<file path="config.mk">
export PLATFORM = sky130hd
export DESIGN_NAME = reg_bank
export DESIGN_NICKNAME = d
export VERILOG_FILES = /design/src/rtl/reg_bank.sv
export SDC_FILE = /design/constraint.sdc
export NUM_CORES = 1
export LEC_CHECK = 0
export ABC_CLOCK_PERIOD_IN_PS = 9700
export BUFFER_PORTS_ARGS = -buffer_cell sky130_fd_sc_hd__buf_4
export CORE_ASPECT_RATIO = 0.5
export CORE_UTILIZATION = 50
export CTS_CLUSTER_DIAMETER = 150
export DETAILED_ROUTE_END_ITERATION = 16
export GPL_TIMING_DRIVEN = 0
export PLACE_DENSITY = 0.72
export SLEW_MARGIN = 20
export SYNTH_ARGS = -nofsm -noshare
export SYNTH_HDL_FRONTEND = slang
export SYNTH_SLANG_ARGS = --single-unit
</file>
<file path="constraint.sdc">
create_clock -name Clk -period 9.7 [get_ports Clk]
set_clock_uncertainty 0.1 [all_clocks]
set_input_delay 2.91 -clock Clk [delete_from_list [all_inputs] [get_ports Clk]]
set_output_delay 2.91 -clock Clk [all_outputs]
set_load 0.02 [all_outputs]
</file>
<file path="src/rtl/reg_bank.sv">
// reg_bank: parametrised register file with two read ports, a write-target
// read-back port, unsigned compare flags, and load/immediate/move/inc/dec
// write modes plus a two-cycle swap sequenced by a small FSM.
module reg_bank #(
   parameter int DW = 8,   // register data width
   parameter int PW = 4,   // address width; depth = 2**PW
   parameter int IW = 6    // immediate width, IW <= DW
) (
   input  logic          Clk,
   input  logic          Reset,
   input  logic          WriteEn,
   input  logic [2:0]    Mode,
   input  logic [PW-1:0] Waddr,
   input  logic [PW-1:0] Src,
   input  logic [DW-1:0] DataIn,
   input  logic [IW-1:0] ImmediateVal,
   input  logic [PW-1:0] RaddrA,
   input  logic [PW-1:0] RaddrB,
   output logic [DW-1:0] DataOutA,
   output logic [DW-1:0] DataOutB,
   output logic [DW-1:0] DataOutC,
   output logic          Eq,
   output logic          Gt,
   output logic          Lt,
   output logic          Carry,
   output logic          Busy
);

   localparam int DEPTH = 1 << PW;

   localparam logic [2:0] MODE_LOAD = 3'd0;
   localparam logic [2:0] MODE_IMM  = 3'd1;
   localparam logic [2:0] MODE_MOVE = 3'd2;
   localparam logic [2:0] MODE_SWAP = 3'd3;
   localparam logic [2:0] MODE_INC  = 3'd4;
   localparam logic [2:0] MODE_DEC  = 3'd5;

   typedef enum logic {
      ST_IDLE  = 1'b0,
      ST_SWAP2 = 1'b1
   } state_t;

   // Storage is a flop array: all three read ports are combinational.
   logic [DW-1:0] r_regs [DEPTH];
   logic [DW-1:0] r_tmp;
   logic [PW-1:0] r_src_q;
   logic          r_carry;
   state_t        r_state;

   state_t        w_state_next;
   logic          w_wr_en;
   logic [PW-1:0] w_wr_addr;
   logic [DW-1:0] w_wr_data;
   logic          w_carry_next;
   logic [DW-1:0] w_tmp_next;
   logic [PW-1:0] w_src_q_next;
   logic [DW-1:0] w_cur_val;
   logic [DW-1:0] w_src_val;

   assign w_cur_val = r_regs[Waddr];
   assign w_src_val = r_regs[Src];

   assign DataOutA = r_regs[RaddrA];
   assign DataOutB = r_regs[RaddrB];
   assign DataOutC = r_regs[Waddr];

   assign Eq    = (DataOutA == DataOutB);
   assign Gt    = (DataOutA >  DataOutB);
   assign Lt    = (DataOutA <  DataOutB);
   assign Carry = r_carry;
   assign Busy  = (r_state == ST_SWAP2);

   // Decode the requested operation into a single write port plus carry/FSM updates.
   always_comb begin
      w_state_next = r_state;
      w_wr_en      = 1'b0;
      w_wr_addr    = Waddr;
      w_wr_data    = DataIn;
      w_carry_next = r_carry;
      w_tmp_next   = r_tmp;
      w_src_q_next = r_src_q;
      case (r_state)
         ST_IDLE: begin
            if (WriteEn) begin
               case (Mode)
                  MODE_LOAD: begin
                     w_wr_en   = 1'b1;
                     w_wr_data = DataIn;
                  end
                  MODE_IMM: begin
                     w_wr_en   = 1'b1;
                     w_wr_data = DW'(ImmediateVal);
                  end
                  MODE_MOVE: begin
                     w_wr_en   = 1'b1;
                     w_wr_data = w_src_val;
                  end
                  MODE_SWAP: begin
                     // First half: destination takes the source value now,
                     // old destination parks in r_tmp for the second edge.
                     w_wr_en      = 1'b1;
                     w_wr_data    = w_src_val;
                     w_tmp_next   = w_cur_val;
                     w_src_q_next = Src;
                     w_state_next = ST_SWAP2;
                  end
                  MODE_INC: begin
                     w_wr_en = 1'b1;
                     {w_carry_next, w_wr_data} = {1'b0, w_cur_val} + (DW+1)'(1);
                  end
                  MODE_DEC: begin
                     w_wr_en      = 1'b1;
                     w_wr_data    = w_cur_val - DW'(1);
                     w_carry_next = (w_cur_val == '0);
                  end
                  default: begin
                     // Reserved codes: no write, no carry change.
                     w_wr_en = 1'b0;
                  end
               endcase
            end
         end
         ST_SWAP2: begin
            // Second half uses only latched values; live inputs are ignored.
            w_wr_en      = 1'b1;
            w_wr_addr    = r_src_q;
            w_wr_data    = r_tmp;
            w_state_next = ST_IDLE;
         end
         default: begin
            w_state_next = ST_IDLE;
         end
      endcase
   end

   // FSM state, swap scratch and carry registers.
   always_ff @(posedge Clk) begin
      if (Reset) begin
         r_state <= ST_IDLE;
         r_tmp   <= '0;
         r_src_q <= '0;
         r_carry <= 1'b0;
      end else begin
         r_state <= w_state_next;
         r_tmp   <= w_tmp_next;
         r_src_q <= w_src_q_next;
         r_carry <= w_carry_next;
      end
   end

   // Register file write; reset clears every entry, which also aborts a pending swap.
   always_ff @(posedge Clk) begin
      for (int i = 0; i < DEPTH; i++) begin
         if (Reset) begin
            r_regs[i] <= '0;
         end else if (w_wr_en && (w_wr_addr == PW'(i))) begin
            r_regs[i] <= w_wr_data;
         end
      end
   end

endmodule

</file>
==> impl_summary.md, run 1 <==
Floorplan
The floorplan step defined a die boundary enclosing 21200 um^2. Once the floorplan was initialized, standard cells occupied approximately 52% of the core. The number of placement rows is 36. In this run the count of I/O pins placed on the die edge is 65.

In this run the vertical extent of the chip is about 100 um. The total core area is 19800 um^2. The die is ~200 um wide.

CTS
Post-CTS timing repair inserted 0 buffers for setup. The CTS tree is built. The register clock-pin slew on the reported worst setup and hold paths is 0.06 ns. The number of hold-repair buffers added at the cts stage is 0. The clock drives 142 sinks. For the worst-skew pair, the clock arrives at the later sink with an insertion delay of approximately 0.45 ns.

The H-tree was split into 4 levels. CTS placed an instance of sky130_fd_sc_hd__clkbuf_16 at the clock tree root. The number of gates resized after CTS was 9.

The number of clock buffers added by TritonCTS is 17. The clock passes through at most 2 buffers.

STA
The number of pins with negative max-slew slack in the final report is 0. After layout, the worst path uses 98.2% of the clock period. The final count of negative-setup-slack endpoints is 0. For the pin with the worst max-slew slack, the measured transition is 1.17 ns. The count of endpoints failing hold in the final timing report is 0. Derived from the worst setup path, the maximum achievable clock frequency is 105 MHz. The smallest clock period supported by the final layout is computed as 9.52 ns. For the final routed database, the setup TNS stands at 0 ns. Setup repair after global routing left no endpoint under its margin.

The relative max-transition margin is between 20% and 30%.

Logic synthesis
Yosys mapped the design onto 58 distinct sky130hd cell types. The synthesized netlist occupies a cell area of 10300 um^2. Counting flops and latches in the post-synthesis netlist gives 142. The async set-or-reset flop fraction in the synthesized netlist is 0%. The count of flip-flops with a built-in enable after synthesis is roughly 130. The average instance in the mapped netlist occupies approximately 13 um^2. The synthesized net count is 824.

For this run, the leading register cell type out of synthesis is sky130_fd_sc_hd__edfxtp_1. The Yosys warning count is 0. The number of standard cells after synthesis is a little under 800. The fraction of the yosys area taken by sequential cells is between 40 and 50%.

Cells and area
The net total in the final layout is 893. In the layout the commonest cells are sky130_fd_sc_hd__mux4_2 (153), sky130_fd_sc_hd__edfxtp_1 (128), sky130_fd_sc_hd__nor2_1 (92), sky130_fd_sc_hd__a21oi_1 (72), sky130_fd_sc_hd__buf_4 (54). The share of post-route cells with drive strength above 1 is 34.0%.

The leading cell type in the layout, fill and taps excluded is sky130_fd_sc_hd__mux4_2. Relative to the synthesized area, the layout overhead comes to 13.7%.

Worst setup path
The number of logic stages on the critical path including buffering is 14. Among all stages on the critical path, the largest delay is contributed by sky130_fd_sc_hd__clkdlybuf4s15_2. The setup path with the least slack is of type in2out.

Traced cell by cell, the critical path runs through clkbuf_1 -> clkdlybuf4s15_2 -> mux4_2 -> mux4_2 -> inv_1 -> ha_1 -> nor2b_1 -> o21ai_0 -> nand2b_1 -> a21oi_1 -> nor2_1 -> a211oi_1 -> nor2_1 -> buf_4. The sum of buffers and inverters on the critical path is 4. The critical path endpoint category is an output port.

The capture instance of the worst register-to-register path is r_regs[3][2]$_SDFFCE_PN0P_. STA puts the critical path data arrival time at about 6.5 ns. The launching instance or port of the critical path is RaddrB[0].

The startpoint of the worst register-to-register path is r_regs[13][0]$_SDFFCE_PN0P_. The number of cells on the worst reg-to-reg path is 12. The setup check on the worst reg-to-reg path leaves a slack of between 5 and 6 ns. The cell family contributing the most delay on the critical path is buffers and inverters. For this run, the slowest stage of the critical path takes 0.62 ns. The end point of the critical path is Gt. The sort of element at the start of the critical path is an input port. The data required time of the critical path is 6.69 ns. In this run the worst path has a maximum fanout of 10.

Power and ir drop
The cell-internal power is 1270 uW. The leakage power is roughly 0.004 uW. The relative contribution of sequential cells to total power is 39.4%. The worst ir drop on vdd is 86.3 uV.

The total power per unit cell area is around 160 nW/um^2. The switching share of power is between 30 and 40%. For this design the total switching power over the nets is 563 uW. The total design power is approximately 1800 uW. Of the total power, combinational logic draws roughly 23%. The power share of the clock group is about 38%.

Route
The final layout contains routed wiring with a total length of a little under 40000 um. In this run, the number of DRC markers left after iteration 0 of detailed routing was between 1500 and 2000. The detailed router placed 8634 vias in this run.

Dividing the detail-routed via count by the number of cells gives 7.66. After detailed routing, the number of remaining DRC violations is 0. The post-detailed-route count of antenna-violating nets is 0. The first detailed-routing pass took 7 iterations. The mean routed wirelength per cell is 34.7 um.

Placed design
The number of buffers added on ports is 50. The congestion estimate from routability-driven global placement came to 1.08. The detailed placement HPWL is 27400 um.

Global route
The number of global-route vias before repair was 8221. The number of antenna violations at the first check in global routing is 4. The total overflow left after global routing is 0. The global-route wire length before repair is between 50000 and 60000 um.

The largest net degree at the start of global routing is 17. Global routing used around two fifths of the available tracks.

Run
The number of max-capacitance violations reported is 0.

Min path
The min-delay analysis places its worst path in the category reg2reg.

Status
The flow ran to the end, and the final reports show no timing, DRC or antenna violations.
## metal layers
layer  track usage, %  part of all wire [%]  up-vias
met4             20.4                   5.6        0
met5                0                     0        -
met1             45.2                    32     4138
met3             22.8                    20      185
li1                 -                     -     3326
met2             55.3                    42      985
## cell type report
cell class / count / area, um^2
Inverter: 20 / 75.1
Sequential cell: 142 / 4120
Clock inverter: 14 / 169
Clock buffer: 18 / 429
Fill cell: 1527 / 8130
Timing Repair Buffer: 50 / 375
Tap cell: 266 / 333
Multi-Input combinational cell: 546 / 5830
Antenna cell: 2 / 5.00
Buffer: 69 / 357
## registers in the layout, indices dropped and copies added, names as in the netlist
signal / flops
r_regs: 128
r_tmp: 8
r_src_q: 4
Busy: 1
Carry: 1
## power by group through the flow
| stage | Clock, uW | Combinational, uW | Sequential (uW) |
|---|---|---|---|
| 6_report | 695 | 411 | 721 |
| 5_1_grt | 709 | 425 | 722 |
| 2_1_floorplan | 0 | 262 | 717 |
| 3_3_place_gp | 0 | 386 | 728 |
| 4_1_cts | 685 | 395 | 718 |
| 3_5_place_dp | 0 | 393 | 730 |
## worst min path at each step
| stage | startpoint | end | slack, ns | cells past startpoint |
|---|---|---|---|---|
| 3_3_place_gp | r_tmp[0]$_SDFFE_PP0P_ | r_tmp[0]$_SDFFE_PP0P_ | 0.37 | 2 |
| 5_1_grt | r_tmp[0]$_SDFFE_PP0P_ | r_tmp[0]$_SDFFE_PP0P_ | 0.42 | 2 |
| 3_5_place_dp | r_tmp[0]$_SDFFE_PP0P_ | r_tmp[0]$_SDFFE_PP0P_ | 0.38 | 2 |
| 6_report | r_tmp[4]$_SDFFE_PP0P_ | r_tmp[4]$_SDFFE_PP0P_ | 0.40 | 2 |
| 4_1_cts | r_tmp[0]$_SDFFE_PP0P_ | r_tmp[0]$_SDFFE_PP0P_ | 0.40 | 2 |
| 2_1_floorplan | r_tmp[4]$_SDFFE_PP0P_ | r_tmp[4]$_SDFFE_PP0P_ | 0.35 | 2 |
## cell usage after synthesis, drive strengths merged, types with 3 or more instances
cell type / count / share of area [%]
nor4b: 3 / 0.26
nand2b: 3 / 0.18
a22oi: 10 / 0.73
buf: 33 / 1.8
a21oi: 82 / 4.4
mux4: 153 / 34
ha: 11 / 1.3
and3: 4 / 0.24
nor3: 8 / 0.39
inv: 19 / 0.69
clkbuf: 36 / 1.3
nor2b: 7 / 0.43
and2: 3 / 0.18
nor4: 3 / 0.33
o21a: 3 / 0.22
o21bai: 16 / 1.2
a22o: 5 / 0.43
mux2i: 15 / 1.5
a31oi: 5 / 0.30
nor2: 92 / 3.4
nor3b: 20 / 1.5
a211oi: 4 / 0.39
nand4: 5 / 0.30
nand2: 36 / 1.3
o21ai: 9 / 0.44
nand3: 22 / 1.1
o31ai: 3 / 0.22
edfxtp: 128 / 37
dfxtp: 14 / 2.7
## worst reg2reg max path: stages (launching register included)
cell and delay [ns]:
sky130_fd_sc_hd__edfxtp_1 0.45, sky130_fd_sc_hd__mux4_2 0.54, sky130_fd_sc_hd__a22o_1 0.32, sky130_fd_sc_hd__nor2_1 0.29, sky130_fd_sc_hd__inv_2 0.14, sky130_fd_sc_hd__ha_1 0.23
sky130_fd_sc_hd__nand2_1 0.10, sky130_fd_sc_hd__nand4_1 0.11, sky130_fd_sc_hd__a31oi_1 0.18, sky130_fd_sc_hd__o21ai_0 0.12, sky130_fd_sc_hd__a22oi_1 0.66, sky130_fd_sc_hd__clkbuf_1 0.43
sky130_fd_sc_hd__nor2_1 0.12
## metrics by stage
step	utilization, %	hold WS (ns)	area [um^2]	setup WS [ns]	std cells
2_1_floorplan	-	0.354	10300	0.208	777
3_3_place_gp	55.5	0.369	11000	-0.0466	1093
3_5_place_dp	55.7	0.384	11000	-0.0831	1093
4_1_cts	58.9	0.399	11700	0.0116	1125
5_1_grt	59.0	0.424	11700	0.00773	1125
6_report	59.0	0.403	11700	0.178	1127
## cells by family after synthesis
group                    after synthesis  share of synthesized area [%]
buffers and inverters                 89                           3.87
multiplexers                         168                           35.0
adder cells (fa/ha/maj)               11                           1.34
flip-flops                           142                           40.1
XOR/XNOR                               1                         0.0852
AO/OA/AOI/OAI                        154                           9.64
AND/OR/NAND/NOR                      212                           9.95
Note: power is estimated with default switching activity, not from simulation.
==> inputs of run 2 (changes only) <==
Settings changed: CORE_ASPECT_RATIO 0.5 to 0.6, CORE_MARGIN from default to 2.
==> impl_summary.md, run 2 (same netlist as run 1, synthesis figures left out) <==
Global route
Global routing consumed, over all layers together, 37.8% of the routing resources. Entering global routing, the biggest net connects 17 pins. The first global-routing pass estimated 56800 um of wire. For this run the aggregate overflow at the end of global routing stands at 0.

The number of global-route vias before repair is 8172. The number of antenna violations at the first check in global routing came to 1.

Worst setup path
STA classifies the critical path endpoint as an output port. Of all nets on the critical path, the largest fanout is 10. The data required time of the critical path is roughly 6.7 ns. At the worst endpoint, the arrival time is ~6.5 ns.

The sort of element at the start of the critical path is an input port. The worst setup path is of the in2out kind.

CTS
The clock passes through at most 2 buffers. The number of sinks driven by the clock tree is 142. In this run the number of H-tree levels came out at 4. The buffer cell driving the clock tree root is sky130_fd_sc_hd__clkbuf_16. The clock insertion delay at the later pin of the skew report is 0.45 ns.

Clock-pin slew was measured on the worst setup and hold paths at 0.06 ns. The CTS tree is built. The post-CTS repair timing setup buffer count is 0. The count of instances resized after the clock tree is built is 7. The number of clock buffers inserted by TritonCTS is 17. The number of hold-repair buffers added at the cts stage is 0.

Cells and area
Leaving out fill and tap cells, the most frequent cell in the layout is sky130_fd_sc_hd__mux4_2. The final layout contains 897 nets. The register with the most flip-flops is r_regs.

With fillers left out, the area of the finished cells amounts to 11700 um^2. After the flow finishes, the layout carries non-filler instances totaling 1135. The antenna cell count is 0. The fill cell instance count of the final layout is 1581. The share of post-route cells with drive strength above 1 is 33.9%.

The largest registers in the layout are r_regs x128, r_tmp x8, r_src_q x4. Leaving out fill and tap cells, the most frequent cells in the layout are sky130_fd_sc_hd__mux4_2 (153), sky130_fd_sc_hd__edfxtp_1 (128), sky130_fd_sc_hd__nor2_1 (92), sky130_fd_sc_hd__a21oi_1 (72), sky130_fd_sc_hd__buf_4 (54). The register with the most flip-flops in the layout has 128 of them. The signed area change from the synthesized netlist to the final layout is 14.0%.

STA
The count of endpoints failing hold in the final timing report was 0. Setup violations remaining at the end of the flow were counted as 0. Setup repair after global routing left no endpoint under its margin. The relative max-transition margin is between 20% and 30%. At the pin with the least slew margin, the transition time is 1.12 ns. Hold timing on the final database bottoms out at a slack of 0.399 ns. The final period demand of the worst path is between 9 and 10 ns. For the final routed database, the setup TNS stands at 0 ns. The highest attainable clock frequency is ~110 MHz.

The number of pins with negative max-slew slack in the final report is 0. The post-route clock period utilization is between 90 and 100%.

Power and ir drop
The total power per unit cell area is 157 nW/um^2. The worst ir drop on vdd is 125 uV. Power comes to 1840 uW. In this run the static leakage power is 0.00411 uW.

Placed design
Summed over all nets, the half-perimeter wirelength after detailed placement is 28500 um. The placed standard-cell area is 11100 um^2. At the end of routability-driven placement, the weighted congestion stood at around 1.0. The number of placed instances with taps included is 1104. Buffers placed on the I/O ports in this run total 50.

Route
The starting DRC count in detailed routing is 1682. The routed design has 39700 um of wire. The detailed-routing iteration count for the pre-antenna-repair pass is 5. After detailed routing, the number of remaining DRC violations is 0. For this block, the via count after detailed routing is 8730. The post-detailed-route count of antenna-violating nets is 0. The number of vias per cell is slightly below 8. The mean routed wirelength per cell is 35.0 um.

Floorplan
The number of placement rows is 40. For this configuration, the core starts out at a cell density of 51.2%. The total die area is 21800 um^2. The floorplan step set the die width to 189 um. In this run the vertical extent of the chip is around 120 um.

The total core area is roughly 20000 um^2. The count of pins on the block boundary is 65.

Status
The flow ran to the end, and the final reports show no timing, DRC or antenna violations.

Run
The number of max-capacitance violations reported is 0.

Min path
The path class of the tightest hold or removal check is reg2reg.
## run 2: where the power goes
| part | switching, uW | internal [uW] | total (uW) |
|---|---|---|---|
| registers | 26.6 | 691 | 718 |
| logic | 248 | 172 | 420 |
| clock network | 277 | 426 | 703 |
## run 2: worst max-delay path: stages
cell and delay, ns:
sky130_fd_sc_hd__clkbuf_1 0.34, sky130_fd_sc_hd__clkdlybuf4s18_2 0.60, sky130_fd_sc_hd__mux4_2 0.59, sky130_fd_sc_hd__mux4_2 0.51, sky130_fd_sc_hd__inv_1 0.11, sky130_fd_sc_hd__ha_1 0.24, sky130_fd_sc_hd__nor2b_1 0.13, sky130_fd_sc_hd__o21ai_0 0.15
sky130_fd_sc_hd__nand2b_1 0.07, sky130_fd_sc_hd__a21oi_1 0.17, sky130_fd_sc_hd__nor2_1 0.06, sky130_fd_sc_hd__a211oi_1 0.29, sky130_fd_sc_hd__nor2_1 0.08, sky130_fd_sc_hd__buf_4 0.16
## run 2: final cells by class
| class | instances | area (um^2) | area share [%] |
|---|---|---|---|
| clock buffers | 18 | 429 | 3.66 |
| clock inverters | 13 | 173 | 1.47 |
| repair buffers | 54 | 420 | 3.59 |
| plain buffers | 69 | 342 | 2.91 |
| inverters | 20 | 75.1 | 0.640 |
| multi-input cells | 546 | 5820 | 49.6 |
| well taps | 273 | 342 | 2.91 |
| flip-flops and latches | 142 | 4120 | 35.2 |
## run 2: per-layer routing
metal  part of all wire [%]  GRT usage (%)
met1                     36           51.1
met2                     41           49.9
met3                     20           21.4
met4                    3.9           15.6
met5                      0              0
## run 2: path summary, 6_finish.rpt
kind                                from                         end  slack (ns)  depth (start not counted)
min reg2reg        r_tmp[1]$_SDFFE_PP0P_       r_tmp[1]$_SDFFE_PP0P_        0.40                          2
min                r_tmp[1]$_SDFFE_PP0P_       r_tmp[1]$_SDFFE_PP0P_        0.40                          2
max reg2reg  r_regs[13][1]$_SDFFCE_PN0P_  r_regs[5][1]$_SDFFCE_PN0P_        5.46                         13
max                            RaddrB[0]                          Gt        0.24                         14
## run 2: stage by stage
stage	worst slack (ns)	utilization, %
floorplan	0.208	-
global placement	0.00250	54.8
detailed placement	-0.0321	55.3
CTS	0.00787	58.5
global route	0.0100	58.4
finish	0.242	58.4
